## src/rtl/seg7_pkg.sv

```systemverilog
// rtl/seg7_pkg.sv - shared types, frame size and glyph table for the serial 7-segment receiver
package seg7_pkg;

    localparam int FRAME_BITS = 64;

    typedef enum logic [1:0] {
        IDLE,
        SHIFT,
        FULL
    } rx_state_t;

    // Segments are active-low in {g,f,e,d,c,b,a} order; dp (bit 7) is handled separately.
    function automatic logic [6:0] seg7_glyph(input logic [3:0] nibble);
        logic [6:0] g;
        case (nibble)
            4'h0: g = 7'h40;
            4'h1: g = 7'h79;
            4'h2: g = 7'h24;
            4'h3: g = 7'h30;
            4'h4: g = 7'h19;
            4'h5: g = 7'h12;
            4'h6: g = 7'h02;
            4'h7: g = 7'h78;
            4'h8: g = 7'h00;
            4'h9: g = 7'h10;
            4'hA: g = 7'h08;
            4'hB: g = 7'h03;
            4'hC: g = 7'h46;
            4'hD: g = 7'h21;
            4'hE: g = 7'h06;
            default: g = 7'h0E;
        endcase
        return g;
    endfunction

endpackage

```

## src/rtl/seg7_serial_rx_if.sv

```systemverilog
// rtl/seg7_serial_rx_if.sv - serial display link and captured-frame bundle (hex ports under SEG7_HEX_DECODE_EN)
interface seg7_serial_rx_if #(
    parameter int WIDTH = 64
);
    logic             seg_clk;
    logic             seg_sout;
    logic             SEG_PEN;
    logic             seg_clrn;
    logic [WIDTH-1:0] frame;
    logic             frame_valid;
    logic             frame_err;
    logic [6:0]       bit_cnt;
`ifdef SEG7_HEX_DECODE_EN
    logic [31:0]      hex;
    logic [7:0]       point;
    logic [7:0]       hex_ok;
`endif

    modport master (
        output seg_clk, seg_sout, SEG_PEN, seg_clrn,
`ifdef SEG7_HEX_DECODE_EN
        input  hex, point, hex_ok,
`endif
        input  frame, frame_valid, frame_err, bit_cnt
    );

    modport slave (
        input  seg_clk, seg_sout, SEG_PEN, seg_clrn,
`ifdef SEG7_HEX_DECODE_EN
        output hex, point, hex_ok,
`endif
        output frame, frame_valid, frame_err, bit_cnt
    );
endinterface

```

## src/rtl/seg7_glyph_decode.sv

```systemverilog
// rtl/seg7_glyph_decode.sv - reverse-maps one active-low digit pattern to a hex nibble and lit dp
module seg7_glyph_decode
    import seg7_pkg::*;
(
    input  logic [7:0] pattern,
    output logic [3:0] nibble,
    output logic       dp,
    output logic       ok
);

    always_comb begin
        nibble = 4'h0;
        ok     = 1'b0;
        dp     = ~pattern[7];
        for (int k = 0; k < 16; k++) begin
            if (pattern[6:0] == seg7_glyph(4'(k))) begin
                nibble = 4'(k);
                ok     = 1'b1;
            end
        end
    end

endmodule

```

## src/rtl/seg7_serial_rx.sv

```systemverilog
// rtl/seg7_serial_rx.sv - serial 7-segment link receiver; SEG7_HEX_DECODE_EN adds per-digit hex decode
module seg7_serial_rx
    import seg7_pkg::*;
#(
    parameter int WIDTH       = FRAME_BITS,
    parameter int SYNC_STAGES = 2
) (
    input  logic             clk,
    input  logic             rst,
    seg7_serial_rx_if.slave  bus
);

    localparam logic [6:0] FULL_CNT = 7'(WIDTH);

    // Packed as {seg_clk, seg_sout, SEG_PEN, seg_clrn}
    logic [3:0] sync_q [SYNC_STAGES];
    logic [3:0] sync_s;
    logic       clk_hist, pen_hist;
    logic       clk_rise, pen_rise;

    rx_state_t        state, state_n;
    logic [WIDTH-1:0] shreg, shreg_n;
    logic [WIDTH-1:0] frame_q, frame_n;
    logic [6:0]       cnt_q, cnt_n;
    logic             overrun, overrun_n;
    logic             valid_q, valid_n;
    logic             err_q, err_n;
    logic             latch;

    assign sync_s   = sync_q[SYNC_STAGES-1];
    assign clk_rise = sync_s[3] & ~clk_hist;
    assign pen_rise = sync_s[1] & ~pen_hist;

`ifdef SEG7_HEX_DECODE_EN
    localparam int DIGITS = WIDTH / 8;
    logic [31:0] hex_q, hex_n, dec_hex;
    logic [7:0]  point_q, point_n, dec_point;
    logic [7:0]  ok_q, ok_n, dec_ok;

    // Decode the frame about to be latched so hex lines up with frame_valid.
    for (genvar g = 0; g < DIGITS; g++) begin : g_dec
        seg7_glyph_decode u_dec (
            .pattern (frame_n[8*g +: 8]),
            .nibble  (dec_hex[4*g +: 4]),
            .dp      (dec_point[g]),
            .ok      (dec_ok[g])
        );
    end
`endif

    always_comb begin
        state_n   = state;
        shreg_n   = shreg;
        frame_n   = frame_q;
        cnt_n     = cnt_q;
        overrun_n = overrun;
        valid_n   = 1'b0;
        err_n     = err_q;
        latch     = 1'b0;
        if (!sync_s[0]) begin
            shreg_n   = '0;
            cnt_n     = '0;
            overrun_n = 1'b0;
            state_n   = IDLE;
        end else begin
            if (clk_rise) begin
                shreg_n = {shreg[WIDTH-2:0], sync_s[2]};
                case (state)
                    IDLE: begin
                        cnt_n   = 7'd1;
                        state_n = (FULL_CNT == 7'd1) ? FULL : SHIFT;
                    end
                    SHIFT: begin
                        cnt_n = cnt_q + 7'd1;
                        if (cnt_q + 7'd1 == FULL_CNT) state_n = FULL;
                    end
                    default: overrun_n = 1'b1;
                endcase
            end
            // Latch sees the post-shift chain, count and overrun of this same cycle.
            if (pen_rise) begin
                latch     = 1'b1;
                frame_n   = shreg_n;
                valid_n   = 1'b1;
                err_n     = (cnt_n != FULL_CNT) | overrun_n;
                cnt_n     = '0;
                overrun_n = 1'b0;
                state_n   = IDLE;
            end
        end
`ifdef SEG7_HEX_DECODE_EN
        hex_n   = latch ? dec_hex   : hex_q;
        point_n = latch ? dec_point : point_q;
        ok_n    = latch ? dec_ok    : ok_q;
`endif
    end

    always_ff @(posedge clk) begin
        if (!rst) begin
            for (int i = 0; i < SYNC_STAGES; i++) sync_q[i] <= '0;
            clk_hist <= 1'b0;
            pen_hist <= 1'b0;
            state    <= IDLE;
            shreg    <= '0;
            frame_q  <= '0;
            cnt_q    <= '0;
            overrun  <= 1'b0;
            valid_q  <= 1'b0;
            err_q    <= 1'b0;
`ifdef SEG7_HEX_DECODE_EN
            hex_q    <= '0;
            point_q  <= '0;
            ok_q     <= '0;
`endif
        end else begin
            sync_q[0] <= {bus.seg_clk, bus.seg_sout, bus.SEG_PEN, bus.seg_clrn};
            for (int i = 1; i < SYNC_STAGES; i++) sync_q[i] <= sync_q[i-1];
            clk_hist <= sync_s[3];
            pen_hist <= sync_s[1];
            state    <= state_n;
            shreg    <= shreg_n;
            frame_q  <= frame_n;
            cnt_q    <= cnt_n;
            overrun  <= overrun_n;
            valid_q  <= valid_n;
            err_q    <= err_n;
`ifdef SEG7_HEX_DECODE_EN
            hex_q    <= hex_n;
            point_q  <= point_n;
            ok_q     <= ok_n;
`endif
        end
    end

    assign bus.frame       = frame_q;
    assign bus.frame_valid = valid_q;
    assign bus.frame_err   = err_q;
    assign bus.bit_cnt     = cnt_q;
`ifdef SEG7_HEX_DECODE_EN
    assign bus.hex    = hex_q;
    assign bus.point  = point_q;
    assign bus.hex_ok = ok_q;
`endif

endmodule
```

## src/flat_wrapper.sv

```systemverilog
// flat-port wrapper written by rule: the top's interface ports become plain ports
module seg7_serial_rx_flat import seg7_pkg::*;
#(
    parameter int WIDTH       = FRAME_BITS,
    parameter int SYNC_STAGES = 2
)
  (clk, rst, bus_seg_clk, bus_seg_sout, bus_SEG_PEN, bus_seg_clrn, bus_frame, bus_frame_valid, bus_frame_err, bus_bit_cnt);
  seg7_serial_rx_if #(.WIDTH(WIDTH)) bus_i ();
  input  logic clk;
  input  logic rst;
  input wire logic [$bits(bus_i.seg_clk)-1:0] bus_seg_clk;
  input wire logic [$bits(bus_i.seg_sout)-1:0] bus_seg_sout;
  input wire logic [$bits(bus_i.SEG_PEN)-1:0] bus_SEG_PEN;
  input wire logic [$bits(bus_i.seg_clrn)-1:0] bus_seg_clrn;
  output wire logic [$bits(bus_i.frame)-1:0] bus_frame;
  output wire logic [$bits(bus_i.frame_valid)-1:0] bus_frame_valid;
  output wire logic [$bits(bus_i.frame_err)-1:0] bus_frame_err;
  output wire logic [$bits(bus_i.bit_cnt)-1:0] bus_bit_cnt;
  assign bus_i.seg_clk = bus_seg_clk;
  assign bus_i.seg_sout = bus_seg_sout;
  assign bus_i.SEG_PEN = bus_SEG_PEN;
  assign bus_i.seg_clrn = bus_seg_clrn;
  assign bus_frame = bus_i.frame;
  assign bus_frame_valid = bus_i.frame_valid;
  assign bus_frame_err = bus_i.frame_err;
  assign bus_bit_cnt = bus_i.bit_cnt;
  seg7_serial_rx #(.WIDTH(WIDTH), .SYNC_STAGES(SYNC_STAGES)) u_core (.clk(clk), .rst(rst), .bus(bus_i));
endmodule
```

## config.mk

```make
export PLATFORM = sky130hd
export DESIGN_NAME = seg7_serial_rx_flat
export DESIGN_NICKNAME = d
export VERILOG_FILES = /design/src/rtl/seg7_pkg.sv /design/src/rtl/seg7_serial_rx_if.sv /design/src/rtl/seg7_glyph_decode.sv /design/src/rtl/seg7_serial_rx.sv /design/src/flat_wrapper.sv
export SDC_FILE = /design/constraint.sdc
export NUM_CORES = 1
export LEC_CHECK = 0
export CORE_MARGIN = 2
export CORE_UTILIZATION = 45
export DETAILED_ROUTE_END_ITERATION = 10
export PLACE_DENSITY = 0.75
export SLEW_MARGIN = 20
export SYNTH_ARGS = -nofsm -noshare
export SYNTH_HDL_FRONTEND = slang
export SYNTH_SLANG_ARGS = --single-unit
```

## constraint.sdc

```tcl
create_clock -name clk -period 3.39 [get_ports clk]
set_input_delay 0.678 -clock clk [delete_from_list [all_inputs] [get_ports clk]]
set_output_delay 0.678 -clock clk [all_outputs]
set_load 0.05 [all_outputs]
```

==> flow_summary.toml, run 1 <==
[run_status]
status = "completed"

[synth]
synth_top_area_share = 0.538
synth_top_family_by_area = "compound AO/OA/AOI/OAI gates"
synth_xor_area_frac = 0.00157
ys_ff_latch = 150
synth_area_sq_mm = 0.00558
seq_area_frac_synth = 0.538
synth-main-ff-cell = "dfxtp_1"
synthMuxAreaShare = 0.122
ys_types = 45
postSynthCellCount = 540
synthTopCellsByArea = "dfxtp_1, mux2i_1, o211a_1"
yosysMostFrequentCell = "dfxtp_1"
synthArstFlopShare = 0
synth.avg_cell_area_sq_um = 10.3
synth-compound-area-share = 0.148
yosysTopAreaCell = "dfxtp_1"
yosys_warnings = 0
synth_commonest_cells = "dfxtp_1, nor2_1, nand2_1"
synthAdderAreaFrac = 0.00449
synth-simple-area-share = 0.146
synth-edff-count = 0
syn-num-nets = 548

[clocking]
post_cts_resized = 0
clk_pin_slew_ns = 0.06
cts-root-buf = "clkbuf_16"
postCtsSetupBuffers = 0
cts_buffers = 17
clock-sinks = 150
hold_buffers = 0
cts_buffer_depth = 2
htree_num_levels = 4
tritoncts = "yes"
clk_latency_ns = 0.41

[placement]
dp_cells = 750
io_buffers = 78
hpwl_mm = 6.79
routabilityCongestion = 0.842

[floorplanning]
initial_utilization = 0.462
io_pins = 79
rows = 40
die_y_microns = 115
die_w_microns = 115
core_area_sq_mm = 0.0121
die-area_sq_mm = 0.0133

[route]
routed_via_density = 5.02
drt_first_iter_violations = 202
routed_wl_mm = 10.7
dr.pass1.iters = 4
wl_per_cell_microns = 13.7
ant_nets = 0
drc_errors = 0
vias = 3920

[sta]
finalHoldViolCount = 0
rsz0062_at_grt = "false"
maxSlewHeadroom = 0.503
layout_min_cycle_time_ns = 2.54
final.period_utilization = 0.749
fin_skew_ns = 0.00827
maxSlewViolCount = 0
setup_viol = 0
tns_ns = 0
clock.fmax_ghz = 0.394
worst_pin_slew_ns = 0.746

[global_routing]
grtUsageTotal = 0.171
grt-ovfl-total = 0
antenna_found_initial = 0
grt_max_degree = 78
grt_pass1_wl_mm = 18.2
grt_pass1_vias = 3789

[critical_path]
start_kind = "flop"
crit_slowest_cell = "clkdlybuf4s50_1"
cp_data_required_time_ns = 2.71
cp.arrival_ns = 1.86
worstPathCellList = "clkdlybuf4s50_1"
critical-path-top-delay-family = "buffers and inverters"
cp.buffers_inverters = 1
critical_path.max_stage_delay_ns = 0.88
worstSetupPathType = "flop to output pin"
end_kind = "output pin"
critPathMaxFanout = 13

[flow_run]
drv_cap = 0

[finish]
drive_gt1_frac = 0.0734
insertedDiodeCount = 0
num-nets-final = 609
area.growth.synth_to_final_pct = 26.4
final_cell_count_no_fill = 781

[power_and_ir_drop]
ir_worst_vdd_mv = 0.287
p_per_area_mw_per_mm2 = 547
leakagePower_nw = 3.15

[worst_hold_path]
hp-class = "flop to flop"
report_power, final:
group / total (mW) / leakage, nW / internal (mW) / switching, mW
Clock: 1.93 / 0.289 / 1.23 / 0.706
Combinational: 0.137 / 1.65 / 0.0496 / 0.0871
Sequential: 1.79 / 1.21 / 1.78 / 0.00835
Total: 3.86 / 3.15 / 3.06 / 0.801
layout by cell type, fill, tap and decap left out, types with 4 or more instances in the layout:
master,Yosys,final
dfxtp_1,150,150
clkdlybuf4s50_1,0,77
nor2_1,76,75
nand2_1,69,68
mux2i_1,64,64
o211a_1,64,64
clkbuf_16,0,17
and2_1,12,12
a21oi_1,9,9
nand2b_1,6,6
nand3_1,6,6
buf_4,1,5
bufinv_16,0,4
layer usage:
metal  global-route usage  part of all wire  wire, microns  vias up
li1                     -                 -              -     1989
met1                0.229              0.48           5120     1833
met2                0.259              0.46           4910       85
met3               0.0485             0.047            498       13
met4               0.0699             0.015            161        0
met5                    0                 0              0        -
worst paths after layout:
path | startpoint | end | slack, ns | cells after the start
setup / recovery | u_core.bus.bit_cnt[2] | bus_bit_cnt[2] | 0.85 | 1
hold / removal | u_core.sync_q[0][3] | u_core.sync_q[0][7] | 0.43 | 1
setup reg to reg | u_core.sync_q[0][7] | u_core.bus.frame[4] | 1.38 | 5
hold reg to reg | u_core.sync_q[0][3] | u_core.sync_q[0][7] | 0.43 | 1
layout make-up:
class | instances | area, sq um
clock buffers | 19 | 433
clock inverters | 12 | 179
fillers | 1014 | 5010
inverters | 2 | 7.51
multi-input cells | 345 | 2370
flip-flops and latches | 150 | 3000
well taps | 168 | 210
repair buffers | 85 | 853
logic make-up after synthesis:
| logic type | after synthesis |
|---|---|
| simple gates | 185 |
| flops | 150 |
| compound gates | 90 |
| mux | 67 |
| buf+inv | 45 |
| fa+ha+maj | 2 |
| xor+xnor | 1 |
per-stage QoR:
stage / util / instance area, sq um / power, mW / hold slack (ns) / worst slack (ns)
floorplan: - / 5580 / 1.93 / 0.412 / 1.31
global placement: 0.534 / 6440 / 1.96 / 0.416 / 1.22
detailed placement: 0.534 / 6440 / 1.96 / 0.421 / 1.17
CTS: 0.585 / 7050 / 3.89 / 0.439 / 0.839
global route: 0.585 / 7050 / 3.98 / 0.448 / 0.739
finish: 0.585 / 7050 / 3.86 / 0.434 / 0.852
registers in the layout (all words and copies together), names as in the netlist, 2 cells and up:
name / flops
u_core.bus.frame: 64
u_core.shreg: 64
u_core.sync_q: 8
u_core.bus.bit_cnt: 7
u_core.state: 2
Power figures use the tool's default switching activity.
==> inputs of run 2 (changes only) <==
==> constraint.sdc (replaced) <==
create_clock -name clk -period 2.62 [get_ports clk]
set_input_delay 0.524 -clock clk [delete_from_list [all_inputs] [get_ports clk]]
set_output_delay 0.524 -clock clk [all_outputs]
set_load 0.05 [all_outputs]
==> run 2 against run 1 <==
Global-route usage is 0.27 points lower. Count of clock-buffer cells in the layout grew 4. First-iteration DRC count down 9.4%. Combinational power grew 31%. Die area unchanged. Non-clock buffer count unchanged. Power up 24%. Critical path type unchanged. Largest power group is now sequential cells.
==> flow_summary.toml, run 2 (synthesis gave the netlist of run 1 again) <==
[critical_path]
cp-endpoint = "bus_bit_cnt[2]"
critical-path-top-delay-family = "buffers and inverters"
timing.rr.end = "u_core.bus.frame_err"
cp.buffers_inverters = 1
startpoint = "u_core.bus.bit_cnt[2]"
worstSetupPathType = "flop to output pin"
cp_num_cells = 1
cp.arrival_ns = 1.83
start_kind = "flop"
crit_slowest_cell = "clkdlybuf4s50_1"
r2r_slack_ns = 0.73
critPathMaxFanout = 13
reg2reg_from = "u_core.bus.bit_cnt[0]"
cp_data_required_time_ns = 2.10
worstPathCellList = "clkdlybuf4s50_1"
rr_worst_depth = 5
end_kind = "output pin"
critical_path.max_stage_delay_ns = 0.88

[route]
dr.pass1.iters = 4
drt_first_iter_violations = 183
routed_via_density = 5.06
ant_nets = 0
vias = 3957
drc_errors = 0
wl_per_cell_microns = 13.3
routed_wl_mm = 10.4

[clocking]
cts_buffer_depth = 2
postCtsSetupBuffers = 0
tritoncts = "yes"
post_cts_resized = 0
clock-sinks = 150
cts_buffers = 17
clk_latency_ns = 0.41
hold_buffers = 0
htree_num_levels = 4
clk_pin_slew_ns = 0.06
cts-root-buf = "clkbuf_16"

[finish]
insertedDiodeCount = 0
final_cell_count_no_fill = 782
area.growth.synth_to_final_pct = 25.8
post-route-util = 0.582
final_cell_mix = "dfxtp_1, clkdlybuf4s50_1, nor2_1"
drive_gt1_frac = 0.0749
num-nets-final = 609
final_common_cell = "dfxtp_1"

[floorplanning]
die_w_microns = 115
rows = 40
die-area_sq_mm = 0.0133
core_area_sq_mm = 0.0121
die_y_microns = 115
io_pins = 79
initial_utilization = 0.462

[sta]
maxSlewViolCount = 0
rsz0062_at_grt = "false"
fin_ws_ns = 0.267
clock.fmax_ghz = 0.425
final.period_utilization = 0.898
setup_viol = 0
tns_ns = 0
layout_min_cycle_time_ns = 2.35
maxSlewHeadroom = 0.638
fin_skew_ns = 0.00599
worst_pin_slew_ns = 0.530
finalHoldViolCount = 0

[placement]
pre_cts_ws_ns = 0.726
hpwl_mm = 6.82
io_buffers = 78
routabilityCongestion = 0.857
dp_cells = 750

[power_and_ir_drop]
p_per_area_mw_per_mm2 = 680
ir_worst_vdd_mv = 0.452
power_mw = 4.77
leakagePower_nw = 3.14

[flow_run]
drv_cap = 0

[run_status]
status = "completed"

[global_routing]
grt-ovfl-total = 0
grt_pass1_vias = 3838
grtUsageTotal = 0.168
grt_pass1_wl_mm = 17.6
grt_max_degree = 65
antenna_found_initial = 0

[worst_hold_path]
hp-class = "flop to flop"
==> run 2: cell types whose count changed in the layout (fill, tap and decap cells not counted), sizes merged <==
cell,before,now
clkbuf,19,23
bufinv,4,1
clkinv,4,6
clkinvlp,3,2
inv,3,2
==> run 2: cell type report <==
type	count	area, sq um
tap	168	210
fill	1029	5040
timing repair buffer	85	866
clock buffer	23	488
clock inverter	9	75.1
inverter	2	7.51
sequential	150	3000
multi-input combinational	345	2370
==> run 2: worst min-delay path by stage <==
stage,endpoint,depth (start not counted),slack (ns),start
final,u_core.sync_q[0][4],1,0.43,u_core.sync_q[0][0]
after global routing,u_core.sync_q[0][4],1,0.45,u_core.sync_q[0][0]
after CTS,u_core.sync_q[0][4],1,0.43,u_core.sync_q[0][0]
after detailed placement,u_core.sync_q[0][4],1,0.42,u_core.sync_q[0][0]
after global placement,u_core.sync_q[0][7],1,0.42,u_core.sync_q[0][3]
after floorplan,u_core.sync_q[0][4],1,0.41,u_core.sync_q[0][0]
==> run 2: power breakdown <==
group | internal (mW) | switching (mW) | total [mW]
combinational | 0.0653 | 0.113 | 0.179
sequential | 2.30 | 0.0104 | 2.31
clock | 1.40 | 0.889 | 2.28
==> run 2: stage by stage <==
step | instance area [sq um] | hold slack (ns)
after detailed placement | 6450 | 0.421
after floorplan | 5580 | 0.412
after CTS | 7020 | 0.430
after global placement | 6450 | 0.416
final | 7020 | 0.428
after global routing | 7020 | 0.445
==> run 2: metal layers <==
metal  GRT usage  routed length, microns  share of wire
met1       0.215                    5050           0.48
met5           0                       0              0
met2       0.256                    4700           0.45
met4      0.0964                     254          0.024
met3      0.0453                     433          0.041
==> inputs of run 3 (changes only) <==
==> constraint.sdc (replaced) <==
create_clock -name clk -period 2.4 [get_ports clk]
set_input_delay 0.48 -clock clk [delete_from_list [all_inputs] [get_ports clk]]
set_output_delay 0.48 -clock clk [all_outputs]
set_load 0.05 [all_outputs]
==> run 3 against run 2 <==
Critical path depth stayed put. Wire length rose by 2.2%. Clock skew grew 0.0040 ns. Core utilization up 1.1 points. Global-route usage is 0.35 points higher. Sequential power is 9.1% higher. Critical path type unchanged. Largest cell class unchanged.
==> flow_summary.toml, run 3 (synthesis gave the netlist of run 1 again) <==
[sta]
fin_skew_ns = 0.0100
clock.fmax_ghz = 0.431
rsz0062_at_grt = "false"
fin_hold_ws_ns = 0.406
tns_ns = 0
worst_pin_slew_ns = 0.551
layout_min_cycle_time_ns = 2.32
maxSlewViolCount = 0
finalHoldViolCount = 0
maxSlewHeadroom = 0.623
setup_viol = 0
final.period_utilization = 0.966

[route]
ant_nets = 0
dr.pass1.iters = 4
drc_errors = 0
drt_first_iter_violations = 241
wl_per_cell_microns = 13.6
routed_via_density = 5.12
routed_wl_mm = 10.7
vias = 4008

[finish]
drive_gt1_frac = 0.0797
num-fill-cells = 1019
final_cell_mix = "dfxtp_1, clkdlybuf4s50_1, nor2_1"
area.growth.synth_to_final_pct = 28.2
final_cell_count_no_fill = 783
num-nets-final = 610
final_common_cell = "dfxtp_1"
insertedDiodeCount = 0

[placement]
hpwl_mm = 6.82
io_buffers = 78
dp_cells = 751
routabilityCongestion = 0.864

[flow_run]
drv_cap = 0

[global_routing]
grt_pass1_wl_mm = 18.1
antenna_found_initial = 0
grt_pass1_vias = 3898
grt_max_degree = 70
grtUsageTotal = 0.172
grt-ovfl-total = 0

[power_and_ir_drop]
ir_worst_vdd_mv = 0.523
leakagePower_nw = 3.20
power_mw = 5.75
p_per_area_mw_per_mm2 = 804

[run_status]
status = "completed"

[critical_path]
critPathMaxFanout = 13
start_kind = "flop"
cp.arrival_ns = 1.84
end_kind = "output pin"
worstSetupPathType = "flop to output pin"
crit_slowest_cell = "clkdlybuf4s50_1"
critical_path.max_stage_delay_ns = 0.88
cp_data_required_time_ns = 1.92
worstPathCellList = "clkdlybuf4s50_1"
critical-path-top-delay-family = "buffers and inverters"
cp.buffers_inverters = 1

[clocking]
hold_buffers = 0
postCtsSetupBuffers = 0
clk_pin_slew_ns = 0.06
post_cts_resized = 0
cts_buffers = 17
cts-root-buf = "clkbuf_16"
cts_buffer_depth = 2
tritoncts = "yes"
clock-sinks = 150
clk_latency_ns = 0.42
htree_num_levels = 4

[floorplanning]
core_area_sq_mm = 0.0121
io_pins = 79
rows = 40
die_y_microns = 115
die_w_microns = 115
initial_utilization = 0.462
die-area_sq_mm = 0.0133

[worst_hold_path]
hp-class = "primary input to flop"
## run 3: cell count changes in the layout (fill, tap and decap cells not counted)
cell	delta
buf_4	+1
bufinv_16	+5
clkbuf_1	-2
clkbuf_8	-1
clkinv_2	-4
clkinv_4	+2
## run 3: layout make-up
class	count	area, sq um	share of cell area
Sequential cell	150	3000	0.420
Multi-Input combinational cell	345	2370	0.331
Timing Repair Buffer	86	873	0.122
Clock buffer	20	467	0.0653
Clock inverter	12	223	0.0311
Tap cell	168	210	0.0294
Inverter	2	7.51	0.00105
## run 3: layer usage
layer	track usage	vias to the layer above	wire length [microns]
li1	-	1990	-
met1	0.219	1919	5160
met2	0.269	84	4850
met3	0.0490	15	453
met4	0.0803	0	202
met5	0	-	0
## run 3: final timing paths
| check | cells past startpoint | startpoint | to | slack (ns) |
|---|---|---|---|---|
| max | 1 | u_core.bus.bit_cnt[2] | bus_bit_cnt[2] | 0.08 |
| min | 2 | rst | u_core.bus.frame[4] | 0.41 |
| max reg2reg | 5 | u_core.bus.bit_cnt[0] | u_core.bus.frame_err | 0.50 |
| min reg2reg | 1 | u_core.sync_q[0][2] | u_core.sync_q[0][6] | 0.43 |
## run 3: through the flow
step	util	area [sq um]	setup slack [ns]
floorplan	-	5580	0.320
global placement	0.536	6460	0.579
detailed placement	0.536	6460	0.499
CTS	0.593	7150	0.0678
global route	0.593	7150	0.00587
finish	0.593	7150	0.0806
## run 3: report_power, final
| part | total, mW | switching, mW | leakage, nW | internal, mW |
|---|---|---|---|---|
| registers | 2.52 | 0.0112 | 1.21 | 2.51 |
| logic | 0.198 | 0.126 | 1.66 | 0.0720 |
| clock network | 3.03 | 1.00 | 0.332 | 2.03 |
| total | 5.75 | 1.14 | 3.20 | 4.61 |
